`src/rtl/tens_digit_scan.sv`:
```
// Tens-digit stage after a free-running units counter: counts units wraps, chains a carry,
// and scans a 2-digit common-anode 7-segment display (tens:units).
module tens_digit_scan #(
    parameter int unsigned UNITS_MAX   = 15,
    parameter int unsigned TENS_MAX    = 9,
    parameter int unsigned REFRESH_DIV = 50000,
    parameter bit          BLANK_LZ    = 1'b1
) (
    input  logic       CLK,
    input  logic       RST,
    input  logic [3:0] units,
    output logic [3:0] tens,
    output logic       carry_out,
    output logic [6:0] seg,
    output logic [1:0] an
);

    localparam int unsigned PW = (REFRESH_DIV > 2) ? $clog2(REFRESH_DIV) : 1;

    logic [PW-1:0] prescaler;
    logic          digit_sel;
    logic [3:0]    units_q;
    logic          primed;

    logic          wrap_c;
    logic          slot_end_c;
    logic [3:0]    digit_c;
    logic [6:0]    seg_c;
    logic [1:0]    an_c;

    // Active-low {g,f,e,d,c,b,a} pattern for one hex digit
    function automatic logic [6:0] hex7(input logic [3:0] d);
        logic [6:0] s;
        case (d)
            4'h0: s = 7'h40;
            4'h1: s = 7'h79;
            4'h2: s = 7'h24;
            4'h3: s = 7'h30;
            4'h4: s = 7'h19;
            4'h5: s = 7'h12;
            4'h6: s = 7'h02;
            4'h7: s = 7'h78;
            4'h8: s = 7'h00;
            4'h9: s = 7'h10;
            4'hA: s = 7'h08;
            4'hB: s = 7'h03;
            4'hC: s = 7'h46;
            4'hD: s = 7'h21;
            4'hE: s = 7'h06;
            default: s = 7'h0E;
        endcase
        return s;
    endfunction

    // Only a unit step UNITS_MAX -> 0 counts; primed masks the first sample after reset
    always_comb begin
        wrap_c     = primed && (units_q == 4'(UNITS_MAX)) && (units == 4'd0);
        slot_end_c = (prescaler == PW'(REFRESH_DIV - 1));
    end

    // Next display pattern from the current slot and the registered digit values
    always_comb begin
        digit_c = digit_sel ? tens : units_q;
        seg_c   = hex7(digit_c);
        an_c    = digit_sel ? 2'b01 : 2'b10;
        if (digit_sel && BLANK_LZ && (tens == 4'd0)) begin
            an_c = 2'b11;
        end
    end

    always_ff @(posedge CLK) begin
        if (RST) begin
            tens      <= 4'd0;
            carry_out <= 1'b0;
            seg       <= 7'h7F;
            an        <= 2'b11;
            prescaler <= '0;
            digit_sel <= 1'b0;
            units_q   <= 4'd0;
            primed    <= 1'b0;
        end else begin
            units_q   <= units;
            primed    <= 1'b1;
            carry_out <= 1'b0;
            if (wrap_c) begin
                if (tens == 4'(TENS_MAX)) begin
                    tens      <= 4'd0;
                    carry_out <= 1'b1;
                end else begin
                    tens <= tens + 4'd1;
                end
            end
            if (slot_end_c) begin
                prescaler <= '0;
                digit_sel <= ~digit_sel;
            end else begin
                prescaler <= prescaler + PW'(1);
            end
            seg <= seg_c;
            an  <= an_c;
        end
    end

endmodule

```
`config.mk`:
```
export PLATFORM = sky130hd
export DESIGN_NAME = tens_digit_scan
export DESIGN_NICKNAME = d
export VERILOG_FILES = /design/src/rtl/tens_digit_scan.sv
export SDC_FILE = /design/constraint.sdc
export NUM_CORES = 1
export LEC_CHECK = 0
export CELL_PAD_IN_SITES_DETAIL_PLACEMENT = 0
export CELL_PAD_IN_SITES_GLOBAL_PLACEMENT = 1
export CORE_MARGIN = 2
export CORE_UTILIZATION = 40
export DETAILED_ROUTE_END_ITERATION = 8
export MAX_ROUTING_LAYER = met4
export PLACE_DENSITY_LB_ADDON = 0.1
export SLEW_MARGIN = 20
export SYNTH_ARGS = -nofsm -noshare
export SYNTH_HDL_FRONTEND = slang
export SYNTH_SLANG_ARGS = --single-unit
export TNS_END_PERCENT = 30
```
`constraint.sdc`:
```
create_clock -name CLK -period 2.5 [get_ports CLK]
set_input_delay 0.5 -clock CLK [delete_from_list [all_inputs] [get_ports CLK]]
set_output_delay 0.5 -clock CLK [all_outputs]
set_load 0.1 [all_outputs]
```
After elaboration in Yosys (flattened, before gate mapping)
Memories as Yosys holds them, arrays and structs flattened. A register that Yosys moved wholly into a read port is not among the register bits.
Index checks and enable logic that the tools add are counted.
- flip-flop bits (word level): 29
- output and inout port bits: 14
- bits in read-only memories: 112
- memories: 1
- memory list (name ; words ; width ; read ports ; clocked after memory_dff ; wr ports ; line ; source):
    (no name shown) ; 16 ; 7 ; 1 ; 1 ; 0 ; 34 ; case (d)
- muxes and demuxes: 5
- reductions and logical operators: 8
- eq/ne operators: 3
- bitwise operators: 2
- $add $sub $neg: 2
- operator list (cell ; count):
    adder 16 x 1 -> 16 bit (second input constant) ; 1
    equality test 16 bit (second input constant) ; 1
    equality test 4 bit (second input constant) ; 2
    zero test 4 bit ; 2
    2-to-1 mux 4 bit ; 2
    OR reduction 2 bit ; 3
    adder 4 x 1 -> 4 bit (second input constant) ; 1
    logical AND 1 bit ; 3
    2-to-1 mux 1 bit ; 2
    2-to-1 mux 2 bit ; 1
    inverter 1 bit ; 2

Depth between registers and ports, before layout
Gate-level depths: netlist (run 1).
- word-level depth: 5
- mapped depth: 7
- gate-level depth less buffers: 6

Worst setup path after synthesis (run 1)
No wires, ideal clock.
- kind: register to register
- from: register tens[1]
- to: register seg[3]
- library setup time: 120 ps
- path slack: -40 ps
- data arrival time: 2420 ps
- stages on the path, launching flop included: 6
- path buffers: 0
- cells stage by stage: dfxtp_1 -> mux2i_1 -> ha_1 -> inv_1 -> mux4_2 -> or2_1
- longest elaborated chain between the ends: 1
- RTL lines (item ; line ; source):
    start, declared ; 12 ; output logic [3:0] tens,
    start signal, assigned ; 90 ; tens <= tens + 4'd1;
    2-to-1 mux 4 bit ; 63 ; digit_c = digit_sel ? tens : units_q;
    end, declared ; 14 ; output logic [6:0] seg,
Every way passes these cells.
A chain may end at the register's enable or synchronous reset.

Worst setup path in the final report (run 1)
- from: register digit_sel
- to: register seg[3]
- longest elaborated chain between the ends: 1
- RTL lines (item ; line ; source):
    start, declared ; 21 ; logic digit_sel;
    start signal, assigned ; 95 ; digit_sel <= ~digit_sel;
    2-to-1 mux 4 bit ; 63 ;
Every way passes these cells.

==> impl_metrics.yaml, run 1 <==
die:
  io_pins: 20
  start_util_pct: 41.0
  rows: 23
  dieArea_mm2: 0.00456
  core-area_mm2: 0.00394
  dieWidth_um: 67.5
  fp.dieH_um: 67.5
clock_network:
  ctsResizeCount: 0
  clk_pin_slew_worst_paths_ns: 0.07
  clock-sinks: 36
  clock_latency_ns: 0.28
  cts_tree: "done"
  cts_made_buffers: 5
  root_buffer: "clkbuf_8"
  clockBufferDepth: 2
  postCtsHoldBufs: 0
  htreeDepth: 2
  cts_setup_buffers: 0
detailed_routing:
  viasPerCell: 5.17
  drt-total-wl_um: 3270
  drcViolationCount: 0
  num_vias: 1273
  wl_per_cell_um: 13.3
  firstDrtPassIters: 4
  drtIter0Drc: 47
  ant_nets: 0
sta:
  hold_viol: 0
  slew_headroom_pct: 66.4
  period_share_pct: 85.7
  timing_worst_slew_pin_value_ns: 0.490
  setup_viol: 0
  drv_slew: 0
  fin_worst_skew_ns: 0.00590
  holdWs_ns: 0.453
  tns_ns: 0
  rsz0062_at_grt: "no"
  min_period_ns: 2.14
  max_clock_freq_mhz: 467
  timing.final.ws_setup_ns: 0.357
setup_path:
  critPathMaxFanout: 5
  start_kind: "flip-flop"
  worstPathRequired_ns: 2.66
  worst-setup-path-type: "flip-flop to flip-flop"
  cp.arrival_ns: 2.31
  critPathMaxStageDelay_ns: 0.48
  end_kind: "flip-flop"
  cp_slowest_cell: "mux2i_1"
  cp_cell_sequence: "mux2i_1, inv_1, ha_1, mux4_2, or2_1"
min_path:
  min_path_type: "flip-flop to flip-flop"
cells_and_area:
  fin_util_pct: 49.4
  fin_area_mm2: 0.00195
  final_nets: 209
  n_antenna_cell: 0
  area_growth_pct: 20.7
  drive_gt1_share_pct: 18.9
  instances_no_fill: 246
yosys:
  synthesis.area_mm2: 0.00162
  synth_nets: 182
  synth_seq_cells: 36
  synth_cell_types: 37
  syn_inst: 169
  syn_avg_cell_area_um2: 9.56
  seq_area_frac_synth_pct: 44.6
  synth_warnings: 0
place:
  dpl.hpwl_um: 2450
  finalWeightedCongestion: 0.790
  io_buffer_count: 19
  place_area_mm2: 0.00185
  dp_worst_setup_slack_ns: 0.191
  dp.cells: 239
job:
  drv_cap: 0
power:
  power_mw: 1.21
  max-vdd-ir-drop_uv: 353
  p_leak_nw: 0.733
  power_density_mw_per_mm2: 622
grt:
  grt_pass1_wl_um: 5480
  grt_util_all_layers_pct: 16.5
  grt_pass1_vias: 1249
  overflow: 0
  grt_max_degree: 15
  antenna_found_initial: 0
status:
  status: "complete, no violations"
==> routing by layer <==
metal	up-vias	wire length, um	track usage, %
li1	645	-	-
met1	592	1360	17.2
met2	32	1730	28.8
met3	4	140	4.67
met4	0	28	7.14
met5	-	0	-
==> kinds of logic (layout without fill, tap and decap cells) <==
| family | count (synthesis) | in the layout | synth area share, % |
|---|---|---|---|
| AO/OA/AOI/OAI | 11 | 11 | 4.42 |
| adder cells (fa/ha/maj) | 7 | 7 | 5.42 |
| flip-flops | 36 | 36 | 44.6 |
| buffers and inverters | 11 | 38 | 2.87 |
| AND/OR/NAND/NOR | 75 | 75 | 24.8 |
| multiplexers | 12 | 12 | 8.68 |
| XOR/XNOR | 17 | 17 | 9.22 |
==> flip-flops by register name, indices dropped and copies added, names as in the netlist <==
name and count:
units_q 4, primed 1, an 2, seg 7
prescaler 16, carry_out 1, digit_sel 1, tens 4
==> layout by cell type (no fill, tap or decap), types with 2 or more instances in the layout <==
| cell type | count |
|---|---|
| xor2_1 | 3 |
| nor4_1 | 6 |
| xnor2_1 | 14 |
| dfxtp_2 | 2 |
| nor3_1 | 4 |
| ha_1 | 7 |
| clkbuf_8 | 7 |
| clkdlybuf4s50_1 | 5 |
| mux2_2 | 3 |
| a31oi_1 | 3 |
| nand3_1 | 8 |
| nor4bb_1 | 2 |
| nor2b_1 | 5 |
| and3_1 | 2 |
| mux2i_1 | 7 |
| inv_1 | 6 |
| dfxtp_1 | 34 |
| buf_4 | 19 |
| o21ai_0 | 3 |
| nor2_1 | 23 |
| nand2_1 | 11 |
| o221ai_1 | 2 |
| nand4_1 | 5 |
==> cells in the mapped netlist (all sizes together) <==
library cell  count  area [um2]
a21oi             1        5.00
a31oi             3        18.8
and3              2        12.5
and3b             1        8.76
buf               2        12.5
clkbuf            2        7.51
clkinv            1        3.75
dfxtp            36         721
ha                7        87.6
inv               6        22.5
mux2              3        33.8
mux2i             8        83.8
mux4              1        22.5
nand2            11        41.3
nand3             8        40.0
nand4             5        31.3
nor2             23        86.3
nor2b             5        31.3
nor3              4        20.0
nor3b             1        7.51
nor4              7        50.1
nor4b             1        8.76
nor4bb            2        20.0
o21ai             3        15.0
o221ai            2        17.5
o22ai             1        6.26
o311ai            1        8.76
or2               2        12.5
or3               1        11.3
or4               2        18.8
xnor2            14         123
xor2              3        26.3
==> report_power, final <==
group | total [mW] | internal (mW) | switching, mW
Sequential | 0.601 | 0.592 | 0.00901
Clock | 0.441 | 0.245 | 0.196
Combinational | 0.170 | 0.0491 | 0.121
Total | 1.21 | 0.887 | 0.325
==> worst max-delay path, delay by kind of cell (launching register included) <==
kind,cells,cell delay [ns]
buf+inv,1,0.19
mux,2,0.93
flops,1,0.41
simple gates,1,0.22
fa+ha+maj,1,0.29
==> worst paths after layout <==
path                                                end  cells after the start  slack (ns)                    start
worst min register to register  prescaler[0]$_SDFF_PP0_                      1        0.45  prescaler[0]$_SDFF_PP0_
worst max-delay path                  seg[3]$_SDFF_PP1_                      5        0.36   digit_sel$_SDFFE_PP0N_
worst max register to register        seg[3]$_SDFF_PP1_                      5        0.36   digit_sel$_SDFFE_PP0N_
worst min-delay path            prescaler[0]$_SDFF_PP0_                      1        0.45  prescaler[0]$_SDFF_PP0_
==> final cells by class <==
| type | count | area [um2] |
|---|---|---|
| well taps | 50 | 62.6 |
| inverters | 7 | 26.3 |
| clock buffers | 7 | 96.3 |
| fillers | 363 | 1990 |
| repair buffers | 24 | 193 |
| multi-input cells | 122 | 848 |
| flip-flops and latches | 36 | 723 |
Note: power is estimated with default switching activity, not from simulation.
==> run 2, diff against run 1 <==
--- a/config.mk
+++ b/config.mk
@@ -8,7 +8,8 @@
 export CELL_PAD_IN_SITES_DETAIL_PLACEMENT = 0
 export CELL_PAD_IN_SITES_GLOBAL_PLACEMENT = 1
 export CORE_MARGIN = 2
-export CORE_UTILIZATION = 40
+export CORE_UTILIZATION = 42
+export CTS_CLUSTER_SIZE = 30
 export DETAILED_ROUTE_END_ITERATION = 8
 export MAX_ROUTING_LAYER = met4
 export PLACE_DENSITY_LB_ADDON = 0.1
==> impl_metrics.yaml, run 2 (synthesis results as in run 1) <==
cells_and_area:
  layout_common_cells: "34 x dfxtp_1, 23 x nor2_1, 17 x buf_4"
  fin_area_mm2: 0.00193
  largest_register_ffs: 16
  n_antenna_cell: 0
  mostFrequentLayoutCell: "dfxtp_1"
  area_growth_pct: 19.4
  nFillCells: 353
  regMostFlops: "prescaler"
  final_nets: 207
  multi_input_area_um2: 848
  drive_gt1_share_pct: 18.5
  reg.largest.list: "prescaler (16), seg (7)"
  seq_area_um2: 723
place:
  place_area_mm2: 0.00184
  io_buffer_count: 19
  finalWeightedCongestion: 0.786
  dpl.hpwl_um: 2190
detailed_routing:
  wl_per_cell_um: 12.4
  drt-total-wl_um: 3020
  drtIter0Drc: 53
  firstDrtPassIters: 4
  num_vias: 1271
  viasPerCell: 5.23
  drcViolationCount: 0
  ant_nets: 0
clock_network:
  cts_setup_buffers: 0
  root_buffer: "clkbuf_8"
  ctsResizeCount: 0
  clk_pin_slew_worst_paths_ns: 0.08
  clock-sinks: 36
  cts_made_buffers: 5
  clockBufferDepth: 2
  clock_latency_ns: 0.29
  cts_tree: "done"
  htreeDepth: 2
  postCtsHoldBufs: 0
sta:
  timing_worst_slew_pin_value_ns: 0.476
  setup_viol: 0
  holdWs_ns: 0.449
  slew_headroom_pct: 68.2
  min_period_ns: 2.27
  tns_ns: 0
  hold_viol: 0
  period_share_pct: 91.0
  max_clock_freq_mhz: 440
  fin_worst_skew_ns: 0.0107
  drv_slew: 0
  rsz0062_at_grt: "no"
setup_path:
  crit_start: "digit_sel$_SDFFE_PP0N_"
  r2r_start: "digit_sel$_SDFFE_PP0N_"
  worst-setup-path-type: "flip-flop to flip-flop"
  critPathMaxFanout: 9
  cp.arrival_ns: 2.45
  start_kind: "flip-flop"
  end_kind: "flip-flop"
  worstPathRequired_ns: 2.68
  r2r_setup_slack_ns: 0.23
grt:
  grt_pass1_vias: 1159
  grt_util_all_layers_pct: 15.8
  grt_pass1_wl_um: 5040
  antenna_found_initial: 0
  overflow: 0
  grt_max_degree: 15
die:
  start_util_pct: 43.8
  rows: 22
  fp.dieH_um: 66.0
  dieArea_mm2: 0.00436
  io_pins: 20
  core-area_mm2: 0.00369
  dieWidth_um: 66.0
job:
  drv_cap: 0
power:
  p_leak_nw: 0.713
  power_mw: 1.19
  max-vdd-ir-drop_uv: 371
  power_density_mw_per_mm2: 618
status:
  status: "complete, no violations"
min_path:
  min_path_type: "flip-flop to flip-flop"
  hp-start: "prescaler[0]$_SDFF_PP0_"
## run 2: stage by stage
stage	setup WS (ns)	std cells	utilization (%)
final	0.225	243	52.3
after global routing	0.0442	243	52.3
after CTS	0.222	243	52.3
after detailed placement	0.240	235	49.8
after global placement	0.277	235	49.8
after floorplan	0.333	169	-
## run 2: worst paths after layout
| check | endpoint | cells after the start |
|---|---|---|
| hold / removal | prescaler[0]$_SDFF_PP0_ | 1 |
| setup reg to reg | seg[3]$_SDFF_PP1_ | 5 |
| setup / recovery | seg[3]$_SDFF_PP1_ | 5 |
| hold reg to reg | prescaler[0]$_SDFF_PP0_ | 1 |
## run 2: power by group
part	internal, mW	total (mW)	switching [mW]
logic	0.0478	0.167	0.119
registers	0.592	0.601	0.00873
clock network	0.197	0.424	0.226
## run 2: final cells by class
type	instances	share of cell area, %
multi-input cells	122	44.0
flip-flops and latches	36	37.5
repair buffers	22	9.21
clock buffers	5	3.57
well taps	48	3.11
inverters	7	1.36
clock inverters	3	1.23
## run 2: routing by layer
metal | up-vias | routed length [um] | share of wire [%] | GRT usage (%)
met4 | 0 | 51 | 1.7 | 5.36
met5 | - | 0 | 0 | -
li1 | 639 | - | - | -
met3 | 8 | 129 | 4.3 | 6.13
met2 | 21 | 1510 | 50 | 26.6
met1 | 603 | 1330 | 44 | 17.1
## run 2: worst max-delay path, cell delays in order (launching register included)
cell and delay [ns]:
dfxtp_1 0.57, mux2i_1 0.46, inv_1 0.18, ha_1 0.28
mux4_2 0.46, or2_1 0.21
==> run 3, diff against run 2 <==
--- a/config.mk
+++ b/config.mk
@@ -13,7 +13,6 @@
 export DETAILED_ROUTE_END_ITERATION = 8
 export MAX_ROUTING_LAYER = met4
 export PLACE_DENSITY_LB_ADDON = 0.1
-export SLEW_MARGIN = 20
 export SYNTH_ARGS = -nofsm -noshare
 export SYNTH_HDL_FRONTEND = slang
 export SYNTH_SLANG_ARGS = --single-unit
==> results of run 3 <==
The final DEF is identical to that of run 2; final timing and power are the same.
